File: config.mk
export PLATFORM = sky130hd
export DESIGN_NAME = dfh_chain_walker
export DESIGN_NICKNAME = d
export VERILOG_FILES = /design/src/rtl/dfh_chain_walker.sv
export SDC_FILE = /design/constraint.sdc
export NUM_CORES = 1
export LEC_CHECK = 0
export ABC_AREA = 0
export BUFFER_PORTS_ARGS = -buffer_cell sky130_fd_sc_hd__buf_2
export CAP_MARGIN = 30
export CORE_ASPECT_RATIO = 1.4
export CORE_UTILIZATION = 49
export DETAILED_ROUTE_END_ITERATION = 10
export GPL_TIMING_DRIVEN = 0
export PLACE_DENSITY = 0.78
export SLEW_MARGIN = 40
export SYNTH_ARGS = -nofsm -noshare
export SYNTH_HDL_FRONTEND = slang
export SYNTH_SLANG_ARGS = --single-unit
File: constraint.sdc
create_clock -name clk -period 4.3 [get_ports clk]
set_clock_uncertainty 0.15 [all_clocks]
set_input_delay 0.215 -clock clk [delete_from_list [all_inputs] [get_ports clk]]
set_output_delay 0.215 -clock clk [all_outputs]
set_load 0.01 [all_outputs]
File: src/rtl/dfh_chain_walker.sv
// dfh_chain_walker: walks a Device Feature Header linked list with 64-bit MMIO reads, one record per DFH.
// Define DFH_WALKER_TIMEOUT_EN to build the read-response timeout (err_code 4).
module dfh_chain_walker #(
    parameter int unsigned ADDR_W      = 20,
    parameter int unsigned MAX_DFH     = 16,
    parameter int unsigned TIMEOUT_CYC = 1024,
    localparam int unsigned IDX_W      = $clog2(MAX_DFH + 1)
) (
    input  logic              clk,
    input  logic              rst_n,
    input  logic              start,
    input  logic [ADDR_W-1:0] base_addr,
    output logic              rd_req_valid,
    input  logic              rd_req_ready,
    output logic [ADDR_W-1:0] rd_req_addr,
    input  logic              rd_rsp_valid,
    input  logic [63:0]       rd_rsp_data,
    output logic              dfh_valid,
    input  logic              dfh_ready,
    output logic [ADDR_W-1:0] dfh_addr,
    output logic [63:0]       dfh_data,
    output logic [IDX_W-1:0]  dfh_idx,
    output logic              busy,
    output logic              done,
    output logic              err,
    output logic [2:0]        err_code,
    output logic [IDX_W-1:0]  dfh_count
);
    localparam int unsigned OFF_W = 24;
    localparam int unsigned SUM_W = ((ADDR_W > OFF_W) ? ADDR_W : OFF_W) + 1;

    typedef enum logic [2:0] {
        S_IDLE,
        S_REQ,
        S_WAIT,
        S_EMIT,
        S_DONE,
        S_ERR
    } state_e;

    typedef enum logic [2:0] {
        ERR_NONE     = 3'd0,
        ERR_ZERO_OFF = 3'd1,
        ERR_OVERFLOW = 3'd2,
        ERR_MAX_DFH  = 3'd3,
        ERR_TIMEOUT  = 3'd4
    } err_e;

    state_e            state_q, state_d;
    logic [ADDR_W-1:0] cur_addr_q, cur_addr_d;
    logic [63:0]       data_q, data_d;
    logic [IDX_W-1:0]  idx_q, idx_d;
    logic [IDX_W-1:0]  count_q, count_d;
    logic              done_q, done_d;
    logic              err_q, err_d;
    err_e              err_code_q, err_code_d;

    logic [OFF_W-1:0]  nxt_off;
    logic              eol;
    logic [SUM_W-1:0]  sum;
    logic              overflow;
    logic              last_idx;

`ifdef DFH_WALKER_TIMEOUT_EN
    localparam int unsigned TMO_W = $clog2(TIMEOUT_CYC + 1);
    logic [TMO_W-1:0] tmo_cnt_q, tmo_cnt_d;
    logic             tmo_expire;

    always_comb tmo_expire = (tmo_cnt_q == TMO_W'(TIMEOUT_CYC - 1));

    always_ff @(posedge clk or negedge rst_n) begin
        if (!rst_n) tmo_cnt_q <= '0;
        else        tmo_cnt_q <= tmo_cnt_d;
    end
`else
    logic unused_timeout_cfg;
    always_comb unused_timeout_cfg = (TIMEOUT_CYC == 0);
`endif

    // Any carry out of ADDR_W (including offset bits above ADDR_W) is an overflow.
    always_comb begin
        nxt_off  = data_q[39:16];
        eol      = data_q[40];
        sum      = SUM_W'(cur_addr_q) + SUM_W'(nxt_off);
        overflow = |sum[SUM_W-1:ADDR_W];
        last_idx = ((32'(idx_q) + 32'd1) == MAX_DFH);
    end

    always_ff @(posedge clk or negedge rst_n) begin
        if (!rst_n) begin
            state_q    <= S_IDLE;
            cur_addr_q <= '0;
            data_q     <= '0;
            idx_q      <= '0;
            count_q    <= '0;
            done_q     <= 1'b0;
            err_q      <= 1'b0;
            err_code_q <= ERR_NONE;
        end else begin
            state_q    <= state_d;
            cur_addr_q <= cur_addr_d;
            data_q     <= data_d;
            idx_q      <= idx_d;
            count_q    <= count_d;
            done_q     <= done_d;
            err_q      <= err_d;
            err_code_q <= err_code_d;
        end
    end

    always_comb begin
        state_d    = state_q;
        cur_addr_d = cur_addr_q;
        data_d     = data_q;
        idx_d      = idx_q;
        count_d    = count_q;
        done_d     = done_q;
        err_d      = err_q;
        err_code_d = err_code_q;
`ifdef DFH_WALKER_TIMEOUT_EN
        tmo_cnt_d  = tmo_cnt_q;
`endif
        case (state_q)
            S_IDLE, S_DONE, S_ERR: begin
                if (start) begin
                    done_d     = 1'b0;
                    err_d      = 1'b0;
                    err_code_d = ERR_NONE;
                    count_d    = '0;
                    idx_d      = '0;
                    cur_addr_d = {base_addr[ADDR_W-1:3], 3'b000};
                    state_d    = S_REQ;
                end
            end
            S_REQ: begin
                if (rd_req_ready) begin
                    state_d = S_WAIT;
`ifdef DFH_WALKER_TIMEOUT_EN
                    tmo_cnt_d = '0;
`endif
                end
            end
            S_WAIT: begin
                // A response landing on the expiry cycle takes priority over the timeout.
                if (rd_rsp_valid) begin
                    data_d  = rd_rsp_data;
                    state_d = S_EMIT;
                end
`ifdef DFH_WALKER_TIMEOUT_EN
                else if (tmo_expire) begin
                    err_d      = 1'b1;
                    err_code_d = ERR_TIMEOUT;
                    state_d    = S_ERR;
                end else begin
                    tmo_cnt_d = tmo_cnt_q + TMO_W'(1);
                end
`endif
            end
            S_EMIT: begin
                if (dfh_ready) begin
                    count_d = count_q + IDX_W'(1);
                    if (eol) begin
                        done_d  = 1'b1;
                        state_d = S_DONE;
                    end else if (nxt_off == '0) begin
                        err_d      = 1'b1;
                        err_code_d = ERR_ZERO_OFF;
                        state_d    = S_ERR;
                    end else if (overflow) begin
                        err_d      = 1'b1;
                        err_code_d = ERR_OVERFLOW;
                        state_d    = S_ERR;
                    end else if (last_idx) begin
                        err_d      = 1'b1;
                        err_code_d = ERR_MAX_DFH;
                        state_d    = S_ERR;
                    end else begin
                        cur_addr_d = sum[ADDR_W-1:0];
                        idx_d      = idx_q + IDX_W'(1);
                        state_d    = S_REQ;
                    end
                end
            end
            default: state_d = S_IDLE;
        endcase
    end

    always_comb begin
        rd_req_valid = (state_q == S_REQ);
        dfh_valid    = (state_q == S_EMIT);
        busy         = (state_q == S_REQ) || (state_q == S_WAIT) || (state_q == S_EMIT);
        rd_req_addr  = {cur_addr_q[ADDR_W-1:3], 3'b000};
        dfh_addr     = cur_addr_q;
        dfh_data     = data_q;
        dfh_idx      = idx_q;
        done         = done_q;
        err          = err_q;
        err_code     = err_code_q;
        dfh_count    = count_q;
    end

endmodule

==> results list <==
* Worst flop-to-flop path endpoint: dfh_addr[7]
- The tree built by TritonCTS fans out to ~100 sinks.
- The top cell types in the final layout, fill and taps aside, are buf_2, dfrtp_1, mux2_2.
* Length of routed wiring on met1: about 6.4 mm
* Count of routing violations after the opening detailed-route iteration: 183
- Clock transition at the registers of the reported paths: 0.08 ns
- The synthesized design contains 101 register bits.
- Area enclosed by the die boundary: 11,500 sq um
- For this run, the number of Yosys warnings is 0.
- Max Used Layer: met4
- STA puts the critical path data required time at approximately 4.4 ns.
* Post-synth top flop: dfrtp_1
- Setup fix buffers added after clock tree synthesis: 0
- Filler-free cell count of the finished design: ~900
- The setup path with the least slack is of type register to register.
- For this run, the register share of the synthesized area comes to a little under half.
- The area growth from synthesis to layout is 40.2%.
- The floorplan has between 40 and 50 rows.
- DR WL/cell: 17.8 um
- The floorplan step defined a core boundary enclosing ~11,000 sq um.
* Measured slew at the worst slew-check pin: just under 0.7 ns
- The synthesized netlist contains just under 60 unique library cells.
* Place WS: 0.366 ns
- Power per cell area: around 800 nW/um^2
- Max clock buf depth: 2
- Static timing analysis puts the maximum clock frequency at between 200 and 300 MHz.
- Vias in the first global route: 5,269
* Worst slew margin relative to its limit: 54.2%
- Hold endpoint: state_q[1]
- In this run the power spent charging and discharging nets is approximately 2.7 mW.
- Proportion of power drawn by flip-flops and latches: approximately 30%
* Async set-reset flop share out of synthesis: 100%
- Combinational share of power: 57.1%
- Final ANT Viol Nets: 0
* Portion of total power attributed to the clock network: between 10% and 20%
- Crit path max fanout: 10
- For this configuration, the core starts out at a cell density of a little over 50%.
- Counting cells, the worst reg-to-reg path comes to 13.
* Result of the run: complete, no violations
* Final routed DRC violation total: 0
- Hold path cells: 3
* Unrepaired setup endpoints after global routing: false
* Number of enable flip-flop cells after synthesis: 0
- Number of instances in the placed design: 841
- Critical path launch point type: register
* Post-Synthesis Mean Instance Area: between 10 and 15 sq um
- In the detailed route, the total length drawn on met3 is about 1.0 mm.
- The final hold violation count was 0.
* Final layout net count: slightly below 900
- The H-tree was split into 3 levels.
* Routed Wire Length: 16.4 mm
* Total number of vias: approximately 5,000
* Final Wtd Congestion: roughly 0.85
- The number of antenna diodes in the final layout is 0.
- Leaving out fill and tap cells, the most frequent cell in the layout is buf_2.
- The HPWL after detailed placement is ~11 mm.
- Setup violations remaining at the end of the flow were counted as 0.
* Vias per std cell: ~5.4
* Grt ovf: 0
* Global Route Usage Sum: approximately 29%
* Max-cap check violation count: 0
- Hold path start: rd_req_ready
- The later pin in the worst-skew pair is clocked with a latency of approximately 0.35 ns.
- PostCTS Resize Cnt: 0
- TritonCTS built the clock tree.
- Signal arrival time at the worst endpoint: about 4.0 ns
- Launch point of the worst reg-to-reg path: dfh_data[16]
- The worst register-to-register path has a setup slack of between 0.3 and 0.4 ns.
- Final setup margin: approximately 0.35 ns
- The post-route netlist has 42.2% of its cells at a drive strength greater than 1.
* Number of antenna violations at the first check in global routing: 1
- After routing, the total negative slack on setup checks comes to 0 ns.
- The number of hold buffers added after CTS was 66.
- Synthesized instance count: 492
* Height of the die: between 100 and 150 um
* Number of search-and-repair iterations in the first detailed-routing pass: 4
* Cell area after synthesis: approximately 5400 sq um
- Fin crit period: 3.95 ns
- First-pass GRT wire length: around 26 mm
- The root buffer cell chosen for the clock tree is clkbuf_16.
- Worst Setup End Kind: register
- In this run the horizontal extent of the chip is 91.1 um.
* Net Sw Frac: between 40% and 50%
- Class of the most critical hold timing path: input port to register
- Buffers inserted during clock tree synthesis total 9.
- Entering global routing, the biggest net connects 65 pins.
* I/O Pins: between 200 and 250
- Tcrit/Tclk final: around 90%
- Final slew viol count: 0
- Peak ir drop on the vdd network: 0.000414 V
- Summed over all cells, the static leakage comes to roughly 3.7 nW.
- P_int: 3.44 mW
- In this run the tool buffered the top-level ports with about 200 buffer cells.
* Total length of routed met2 wires: about 8.5 mm
==> state kept, by name (all words and copies together) (netlist names) <==
name	cells
err_code	2
dfh_idx	5
done	1
dfh_count	5
dfh_data	64
dfh_addr	20
state_q	3
err	1
==> power by group through the flow <==
stage          Clock (mW)  Sequential, mW  Combinational [mW]
6_report            0.792            1.83                3.49
5_1_grt             0.839            1.89                3.81
4_1_cts             0.804            1.81                3.45
3_5_place_dp            0            1.82                3.39
3_3_place_gp            0            1.79                3.30
2_1_floorplan           0            1.92                2.15
==> per-layer routing <==
metal	vias up	track usage (%)
met5	-	0
met4	0	11.7
met3	45	7.19
met2	199	53.5
met1	2414	31.7
li1	2348	-
==> per-stage QoR <==
stage	instance area, sq um	utilization [%]	hold WS [ns]	power (mW)
after CTS	7640	70.6	0.0416	6.06
after floorplan	5460	-	-0.231	4.07
final	7640	70.6	0.0515	6.11
after detailed placement	6690	61.9	-0.0424	5.21
after global routing	7640	70.6	0.0723	6.54
after global placement	6660	61.6	0.276	5.09
==> logic make-up (layout without fill, tap and decap cells) <==
group                    after synthesis  in the layout  synth area share (%)
AND/OR/NAND/NOR                      114            114                  10.5
XOR/XNOR                              20             20                  3.22
multiplexers                          76             76                  15.9
AO/OA/AOI/OAI                        111            111                  13.5
buffers and inverters                 46            333                  5.05
flip-flops                           101            101                  46.4
other                                  1              4                0.0689
adder cells (fa/ha/maj)               23             23                  5.42
==> worst max path at each step <==
stage | end | from
5_1_grt | dfh_addr[7] | dfh_data[27]
3_5_place_dp | dfh_addr[7] | dfh_data[16]
2_1_floorplan | dfh_addr[10] | dfh_addr[0]
4_1_cts | dfh_addr[7] | dfh_data[16]
6_report | dfh_addr[7] | dfh_data[16]
3_3_place_gp | dfh_addr[10] | dfh_data[16]
==> Yosys cell counts, drive strengths merged (3+ instances only) <==
cell type	count	share of area (%)
a21oi	28	2.6
mux2	74	16
and2	4	0.51
a22o	5	0.80
o21ai	31	2.8
a211oi	5	0.87
ha	22	5.1
and3	5	0.57
nand4	5	0.57
nand3	10	1.0
o22a	7	1.1
a31oi	7	0.80
clkbuf	14	0.96
xnor2	9	1.4
o211ai	3	0.41
dfrtp	101	46
o21bai	4	0.55
nor3	5	0.46
nor4	7	1.0
a21o	5	0.69
nor2	32	2.2
nand2	36	2.5
buf	25	3.6
inv	7	0.48
xor2	11	1.8
==> worst max-delay path, stage by stage, from the launching register on <==
cell      delay, ns
dfrtp_1        0.47
ha_1           0.27
fa_1           0.41
a21oi_1        0.25
o21ai_0        0.13
a21oi_1        0.28
o211ai_1       0.18
a21oi_1        0.21
mux2i_1        0.18
nor4b_4        0.50
o21a_1         0.19
buf_6          0.16
buf_8          0.16
mux2_4         0.30
==> cell type report <==
class	count	area, sq um
fill	811	3170
multi-input combinational	348	2660
sequential	101	2530
timing repair buffer	271	1720
buffer	39	249
clock buffer	10	229
tap	141	176
clock inverter	6	55.1
inverter	7	26.3
(Power assumes the default switching activity.)
